## config.mk

```make
export PLATFORM = sky130hd
export DESIGN_NAME = wb_arbiter
export DESIGN_NICKNAME = d
export VERILOG_FILES = /design/src/rtl/wb_arbiter.sv
export SDC_FILE = /design/constraint.sdc
export NUM_CORES = 1
export LEC_CHECK = 0
export CAP_MARGIN = 15
export CORE_ASPECT_RATIO = 0.6
export CORE_MARGIN = 5
export CORE_UTILIZATION = 35
export CTS_CLUSTER_DIAMETER = 120
export CTS_CLUSTER_SIZE = 28
export DETAILED_ROUTE_END_ITERATION = 12
export PLACE_DENSITY = 0.7
export RECOVER_POWER = 100
export SYNTH_ARGS = -nofsm -noshare
export SYNTH_HDL_FRONTEND = slang
export SYNTH_SLANG_ARGS = --single-unit
export TNS_END_PERCENT = 1
```

## constraint.sdc

```tcl
create_clock -name clk -period 4.6 [get_ports clk]
set_input_delay 1.38 -clock clk [delete_from_list [all_inputs] [get_ports clk]]
set_output_delay 1.38 -clock clk [all_outputs]
set_load 0.03 [all_outputs]
```

## src/rtl/wb_arbiter.sv

```systemverilog
// wb_arbiter -- writeback arbiter for the CPU core.
//
// Collects results from three execution sources (ALU, MDU, LSU) into one
// holding slot each and serialises them onto the single register-file write
// port, one registered write per cycle.
//   - Same-destination results retire in acceptance order (age matrix).
//   - A slot that has waited STARVE_LIMIT cycles jumps the LSU > MDU > ALU
//     fixed priority, so no eligible entry waits longer than STARVE_LIMIT+2.
//   - rd == 0 results are accepted and dropped.
//
// Ports
//   clk, reset                 core clock; synchronous active-low reset
//   {alu,mdu,lsu}_valid/_ready source handshake (ready independent of valid)
//   {alu,mdu,lsu}_rd/_data     destination register / result value
//   regWriteEn, rd_out,
//   regWriteData               registered register-file write port
//   byp_r{j,k}_in/_hit/_data   bypass lookup of results still held in slots
//
// Optional feature: define WB_BYPASS_EN to build the bypass compare logic;
// otherwise the bypass outputs are tied to zero.

module wb_arbiter #(
  parameter int STARVE_LIMIT = 4
) (
  input  logic        clk,
  input  logic        reset,
  input  logic        alu_valid,
  output logic        alu_ready,
  input  logic [4:0]  alu_rd,
  input  logic [31:0] alu_data,
  input  logic        mdu_valid,
  output logic        mdu_ready,
  input  logic [4:0]  mdu_rd,
  input  logic [31:0] mdu_data,
  input  logic        lsu_valid,
  output logic        lsu_ready,
  input  logic [4:0]  lsu_rd,
  input  logic [31:0] lsu_data,
  output logic        regWriteEn,
  output logic [4:0]  rd_out,
  output logic [31:0] regWriteData,
  input  logic [4:0]  byp_rj_in,
  input  logic [4:0]  byp_rk_in,
  output logic        byp_rj_hit,
  output logic        byp_rk_hit,
  output logic [31:0] byp_rj_data,
  output logic [31:0] byp_rk_data
);
  // Slot index: 0 = ALU, 1 = MDU, 2 = LSU (higher index = higher fixed priority)
  localparam int NSRC = 3;
  localparam int GW   = 5;
  localparam int DW   = 32;
  localparam logic [3:0] LIMIT = 4'(STARVE_LIMIT);

  logic [NSRC-1:0]          in_vld;
  logic [NSRC-1:0][GW-1:0]  in_rd;
  logic [NSRC-1:0][DW-1:0]  in_data;

  assign in_vld  = {lsu_valid, mdu_valid, alu_valid};
  assign in_rd   = {lsu_rd,    mdu_rd,    alu_rd};
  assign in_data = {lsu_data,  mdu_data,  alu_data};

  logic [NSRC-1:0]            vld_q,   vld_d;
  logic [NSRC-1:0][GW-1:0]    rd_q,    rd_d;
  logic [NSRC-1:0][DW-1:0]    data_q,  data_d;
  logic [NSRC-1:0][3:0]       cnt_q,   cnt_d;
  // older_q[i][j]: slot i was accepted before slot j (meaningful only when both occupied)
  logic [NSRC-1:0][NSRC-1:0]  older_q, older_d;

  logic          regWriteEn_q;
  logic [GW-1:0] rd_out_q;
  logic [DW-1:0] wdata_q;

  logic [NSRC-1:0] rdy, load, blocked, elig, starved, cand, gnt;
  logic [GW-1:0]   gnt_rd;
  logic [DW-1:0]   gnt_data;

  // ---------------------------------------------------------------------------
  // Eligibility: hold back a slot while an older occupied slot targets the same rd
  // ---------------------------------------------------------------------------
  always_comb begin
    blocked = '0;
    for (int i = 0; i < NSRC; i++)
      for (int j = 0; j < NSRC; j++)
        if (j != i && vld_q[j] && older_q[j][i] && rd_q[j] == rd_q[i])
          blocked[i] = 1'b1;
  end

  // ---------------------------------------------------------------------------
  // Grant: starved slots first, then LSU > MDU > ALU within the chosen set
  // ---------------------------------------------------------------------------
  always_comb begin
    elig    = vld_q & ~blocked;
    starved = '0;
    for (int i = 0; i < NSRC; i++)
      starved[i] = elig[i] && (cnt_q[i] == LIMIT);
    cand = (|starved) ? starved : elig;
    gnt  = '0;
    if      (cand[2]) gnt = 3'b100;
    else if (cand[1]) gnt = 3'b010;
    else if (cand[0]) gnt = 3'b001;
    gnt_rd   = '0;
    gnt_data = '0;
    for (int i = 0; i < NSRC; i++)
      if (gnt[i]) begin
        gnt_rd   = rd_q[i];
        gnt_data = data_q[i];
      end
  end

  // A slot can take a new entry when empty or when it drains this cycle.
  assign rdy = {NSRC{reset}} & (~vld_q | gnt);

  always_comb begin
    load = '0;
    for (int i = 0; i < NSRC; i++)
      load[i] = in_vld[i] && rdy[i] && (in_rd[i] != '0);
  end

  assign alu_ready = rdy[0];
  assign mdu_ready = rdy[1];
  assign lsu_ready = rdy[2];

  // ---------------------------------------------------------------------------
  // Slot next state
  // ---------------------------------------------------------------------------
  always_comb begin
    vld_d   = vld_q;
    rd_d    = rd_q;
    data_d  = data_q;
    cnt_d   = cnt_q;
    older_d = older_q;
    for (int i = 0; i < NSRC; i++) begin
      if (load[i]) begin
        // load wins over grant: a drained slot refilled the same cycle is youngest
        vld_d[i]  = 1'b1;
        rd_d[i]   = in_rd[i];
        data_d[i] = in_data[i];
        cnt_d[i]  = '0;
      end else if (gnt[i]) begin
        vld_d[i] = 1'b0;
        cnt_d[i] = '0;
      end else if (vld_q[i] && cnt_q[i] != LIMIT) begin
        cnt_d[i] = cnt_q[i] + 4'd1;
      end
    end
    // New entries become younger than everything; simultaneous arrivals rank
    // by slot index (ALU oldest).
    for (int j = 0; j < NSRC; j++)
      if (load[j])
        for (int i = 0; i < NSRC; i++)
          if (i != j) begin
            if (load[i]) begin
              older_d[i][j] = (i < j);
            end else begin
              older_d[i][j] = 1'b1;
              older_d[j][i] = 1'b0;
            end
          end
  end

  always_ff @(posedge clk) begin
    if (!reset) begin
      vld_q        <= '0;
      rd_q         <= '0;
      data_q       <= '0;
      cnt_q        <= '0;
      older_q      <= '0;
      regWriteEn_q <= 1'b0;
      rd_out_q     <= '0;
      wdata_q      <= '0;
    end else begin
      vld_q        <= vld_d;
      rd_q         <= rd_d;
      data_q       <= data_d;
      cnt_q        <= cnt_d;
      older_q      <= older_d;
      regWriteEn_q <= |gnt;
      if (|gnt) begin
        rd_out_q <= gnt_rd;
        wdata_q  <= gnt_data;
      end
    end
  end

  assign regWriteEn   = regWriteEn_q;
  assign rd_out       = rd_out_q;
  assign regWriteData = wdata_q;

  // ---------------------------------------------------------------------------
  // Bypass lookup over held slots (output register is covered by the regfile)
  // ---------------------------------------------------------------------------
`ifdef WB_BYPASS_EN
  logic [1:0][GW-1:0]   byp_addr;
  logic [1:0]           byp_hit;
  logic [1:0][DW-1:0]   byp_data;
  logic [1:0][NSRC-1:0] byp_match;
  logic [1:0][NSRC-1:0] byp_has_younger;

  assign byp_addr = {byp_rk_in, byp_rj_in};

  always_comb begin
    byp_hit         = '0;
    byp_data        = '0;
    byp_match       = '0;
    byp_has_younger = '0;
    for (int p = 0; p < 2; p++) begin
      for (int i = 0; i < NSRC; i++)
        byp_match[p][i] = vld_q[i] && (byp_addr[p] != '0) && (rd_q[i] == byp_addr[p]);
      for (int i = 0; i < NSRC; i++) begin
        for (int j = 0; j < NSRC; j++)
          if (j != i && byp_match[p][j] && older_q[i][j])
            byp_has_younger[p][i] = 1'b1;
        if (byp_match[p][i] && !byp_has_younger[p][i])
          byp_data[p] = data_q[i];
      end
      byp_hit[p] = |byp_match[p];
    end
  end

  assign byp_rj_hit  = byp_hit[0];
  assign byp_rk_hit  = byp_hit[1];
  assign byp_rj_data = byp_data[0];
  assign byp_rk_data = byp_data[1];
`else
  logic unused_byp;
  assign unused_byp  = ^{byp_rj_in, byp_rk_in};
  assign byp_rj_hit  = 1'b0;
  assign byp_rk_hit  = 1'b0;
  assign byp_rj_data = '0;
  assign byp_rk_data = '0;
`endif

endmodule

```

== Yosys cells after proc, flatten, opt, wreduce, memory -nomap -nowiden ==
Index checks and enable logic that the tools add are counted.

* Register bits after elaboration: 170
* Input bits: 126

* Add/sub/neg operators: 3
* Equality and inequality tests: 12
* Mux-type cells: 37
* Bitwise gates (word level): 6
* Reduce and logical (&&, ||, !) cells: 38

{| class="wikitable"
|+ Operators with widths
! cell !! count
|-
| $mux W32 || 3
|-
| $eq A5 B5 Y1 || 6
|-
| $mux W1 || 26
|-
| $logic_and A1 B1 Y1 || 24
|-
| $mux W3 || 5
|-
| $mux W5 || 3
|-
| $reduce_bool A5 Y1 || 3
|-
| $reduce_or A3 Y1 || 5
|-
| $add A4 B1 Y4 const B || 3
|-
| $eq A4 B3 Y1 const B || 3
|-
| $ne A4 B3 Y1 const B || 3
|-
| $reduce_bool A2 Y1 || 6
|-
| $and A3 B3 Y3 || 2
|-
| $not A3 Y3 || 2
|-
| $or A3 B3 Y3 || 1
|-
| $not A1 Y1 || 1
|}

== Logic depth before layout (Yosys ltp) ==
* Word-level depth: 20
* Mapped depth: 11
* Depth with buffers taken out: 9

== Worst setup path after synthesis ==
No wires, ideal clock.

* Kind: input -> output
* From: input port reset
* To: output port alu_ready
* Arrival: 2.494 ns
* Required time: 3.220 ns
* Setup slack: 0.726 ns
* Stages: 4
* Cells stage by stage: clkbuf_1 > inv_1 > clkbuf_1 > a21oi_1

* Cells in the longest elaborated chain, start to end: 1

{| class="wikitable"
|+ RTL lines
! item !! line !! text
|-
| from (decl) || 26 || <nowiki>input logic reset,</nowiki>
|-
| $and A3 B3 Y3 || 112 || <nowiki>assign rdy = {NSRC{reset}} & (~vld_q | gnt);</nowiki>
|-
| to (decl) || 28 || <nowiki>output logic alu_ready,</nowiki>
|}

Every way passes these cells.

== Worst setup path in the final report ==
* From: register rd_q[12] (netlist bit)
* To: output port mdu_ready

* Cells in the longest elaborated chain, start to end: 13

{| class="wikitable"
|+ RTL lines
! item !! line !! text
|-
| from (decl) || 64 || <nowiki>logic [NSRC-1:0][GW-1:0] rd_q, rd_d;</nowiki>
|-
| from (signal assigned) || 174 || <nowiki>rd_q <= rd_d;</nowiki>
|-
| $eq A5 B5 Y1 || 85 || <nowiki>if (j != i && vld_q[j] && older_q[j][i] && rd_q[j] == rd_q[i])</nowiki>
|-
| $logic_and A1 B1 Y1 || 85 ||
|-
| $mux W1 (2 in series) || 85 ||
|-
| $not A3 Y3 * || 93 || <nowiki>elig = vld_q & ~blocked;</nowiki>
|-
| $and A3 B3 Y3 * || 93 ||
|-
| $logic_and A1 B1 Y1 || 96 || <nowiki>starved[i] = elig[i] && (cnt_q[i] == LIMIT);</nowiki>
|-
| $reduce_or A3 Y1 || 97 || <nowiki>cand = (|starved) ? starved : elig;</nowiki>
|-
| $mux W3 * || 97 ||
|-
| $mux W3 || 100 || <nowiki>else if (cand[1]) gnt = 3'b010;</nowiki>
|-
| $mux W3 * || 99 || <nowiki>if (cand[2]) gnt = 3'b100;</nowiki>
|-
| $or A3 B3 Y3 * || 112 ||
|-
| $and A3 B3 Y3 * || 112 ||
|-
| to (decl) || 32 || <nowiki>output logic mdu_ready,</nowiki>
|}

Every way passes the cells marked *; elsewhere a longest branch is shown, timed or not.

==> run metrics <==
post-synth top area share between 40 and 50%; fin nets 1141; Avg WL per Cell 16.9 um; prevailing post-synth register cell dfxtp_1; max incr delay on CP between 500 and 600 ps; post-CTS setup buffers 0; Vias about 6400; DR DRC count 0; register area 3400 um2; crit path cell chain xnor2_1 -> nand3_1 -> o21ai_0 -> or2_0 -> o221ai_1 -> a21oi_1 -> clkbuf_1; switching share of power between 20% and 30%; core area 22300 um2; total number of yosys warnings 0; initial drt markers roughly 480; n_diodes 0; CTS hold repair buffers 0; later-pin clock latency in the skew report 430 ps; routed wire length 22.4 mm; Final Max Slew Viols 64; Final min period 4110 ps; cell row count 42; number of global-route vias before repair 6235; Post-synth ARST share 0%; CTS tree done; commonest cells after routing, fill and taps aside dfxtp_1 (170), nand2_1 (158), clkdlybuf4s50_1 (111), a22oi_1 (74), mux2i_1 (69); commonest non-fill, non-tap cell in the layout dfxtp_1; Post-Syn Instances ~890; Pint 2540 uW; Routed Antenna Nets 0; CP Capture Type output pin; Arr. time, crit path 2730 ps; Fin. Hold Viols 0; crit path from rd_q[12]$_SDFFE_PN0P_; clock share of power 36.6%; fmax roughly 0.24 GHz; HPWL after DPL 15.2 mm; DP Area 9500 um2; Final Cell Area 9840 um2; RSZ-0062 raised after global routing no; area leader, netlist dfxtp_1; post-route setup TNS 0 ps; area grow syn2layout 22.8%; Seq cells post-synth 170; antenna violations before repair 1; Syn Area/Cell 9.05 um2; CP Class reg -> out; count of cell types in the netlist 55; Hold/Removal Path Class reg -> reg; status finished, violations left; Worst Setup Start Kind register; Die Y approximately 130 um; Post-CTS Resized 0; worst hold start data_q[14]$_SDFFE_PN0P_; Pleak 0.00386 uW; Comb power frac approximately 18%; Clock Skew 8.49 ps; area of the multi-input gates 3680 um2; Clock Tree Root clkbuf_16; VDD IR max 0.000209 V; failing checks max-capacitance violations, max-slew violations; Critical Path Fanout Max 4; top cells by area, synth dfxtp_1 (43%), mux2i_1 (8.6%), nand2_1 (7.4%), a22oi_1 (6.9%), buf_4 (6.6%); FF-to-FF Start rd_q[12]$_SDFFE_PN0P_; total CTS buffers 17; H-tree levels 4; CTS clk-pin slew, worst paths 70 ps; MaxCap Viol Count 2; Final setup viols 0; first-pass GRT wire length 34.6 mm; boundary pin count between 200 and 250; die area 26100 um2; Worst path slowest cell o21ai_0; gr usage total 16.7%; largest net degree at the start of global routing 87; gpl congestion between 0.8 and 0.9; sequential-to-total area share from yosys stat 42.5%; Crit path buffers/inverters 1; Slew @ Worst Pin ~2000 ps; post-DR vias/cell ~4.8; Overflow after GRT 0; Die Wd 205 um; sw power 1080 uW; Reg power frac 45.5%; PwrDens 368 nW/um2; Final period util approximately nine tenths; Clock Path Buffers 2; Worst EP required about 3200 ps; Post-Syn Area 8010 um2; # clock sinks 170; FILL cells between 2000 and 2500; I/O Buffers 156; CP top delay family compound AO/OA/AOI/OAI gates; drt first pass iters 6; EDFF count, synth 0; layout cells sized above 1 6.65%; Slew HR -30.4%; Initial Util 35.9%
-- kinds of logic (layout without fill, tap and decap cells) --
kind of cell	count (synthesis)	in the layout	synth area share [%]
xor gates and xnor gates	22	22	2.41
other	1	66	0.0468
adders and majority gates	6	6	0.937
buffers and inverters	176	248	12.8
DFF	170	170	42.5
AOI/OAI and AO/OA	191	191	18.9
and+or+nand+nor	250	250	13.8
muxes	69	69	8.62
-- power by group through the flow --
stage | clock (uW) | sequential (uW) | combinational (uW)
floorplan | 0 | 1690 | 457
global placement | 0 | 1670 | 665
finish | 1320 | 1650 | 649
detailed placement | 0 | 1680 | 674
global route | 1420 | 1660 | 701
CTS | 1350 | 1650 | 676
-- per-stage QoR --
| step | hold WS [ps] | setup WS, ps | cells | utilization (%) | total power [uW] |
|---|---|---|---|---|---|
| 6_report | 459 | 494 | 1330 | 44.1 | 3620 |
| 5_1_grt | 478 | 278 | 1330 | 44.1 | 3780 |
| 4_1_cts | 451 | 627 | 1330 | 45.1 | 3670 |
| 3_5_place_dp | 442 | 780 | 1298 | 42.7 | 2350 |
| 3_3_place_gp | 436 | 829 | 1298 | 42.7 | 2340 |
| 2_1_floorplan | 428 | 726 | 950 | - | 2150 |
-- Yosys cell counts, types with 12 or more instances --
library cell,n
dfxtp_1,170
nand2_1,158
a22oi_1,74
buf_4,70
mux2i_1,69
inv_1,45
nand3_1,43
clkbuf_1,35
o21ai_0,31
o22ai_2,30
nor2_1,15
xor2_1,13
a21oi_1,12
buf_2,12
-- per-layer routing --
layer  global-route usage (%)  share of wire, %  vias to the layer above
met1                     23.3                47                     3038
met2                     25.0                44                      200
met4                     3.27              0.62                        2
li1                         -                 -                     3193
met3                     6.16               8.3                       11
met5                        0             0.058                        -
-- path summary, 6_finish.rpt --
path,cells past startpoint,to,slack [ps]
worst min-delay path,2,data_q[14]$_SDFFE_PN0P_,460
worst max register to register,8,regWriteData[20]$_SDFFE_PN0P_,540
worst max-delay path,7,mdu_ready,490
worst min register to register,2,data_q[14]$_SDFFE_PN0P_,460
-- layout make-up --
| cell class | count | area share [%] |
|---|---|---|
| Timing Repair Buffer | 170 | 16.8 |
| Clock buffer | 18 | 4.47 |
| Clock inverter | 14 | 1.00 |
| Tap cell | 308 | 3.92 |
| Inverter | 46 | 1.76 |
| Sequential cell | 170 | 34.6 |
| Multi-Input combinational cell | 604 | 37.4 |
-- state kept, by name (all words and copies together), names as in the netlist --
name and count:
cnt_q 12, data_q 96, older_q 6, rd_out 5, rd_q 15, regWriteData 32
regWriteEn 1, vld_q 3
-- worst reg2reg max path, delay by kind of cell, from the launching register on --
kind,cells,cell delay (ps)
AO/OA/AOI/OAI,2,690
XOR/XNOR,1,150
AND/OR/NAND/NOR,4,2420
flip-flops,1,440
buffers and inverters,1,240
(Power assumes the default switching activity.)
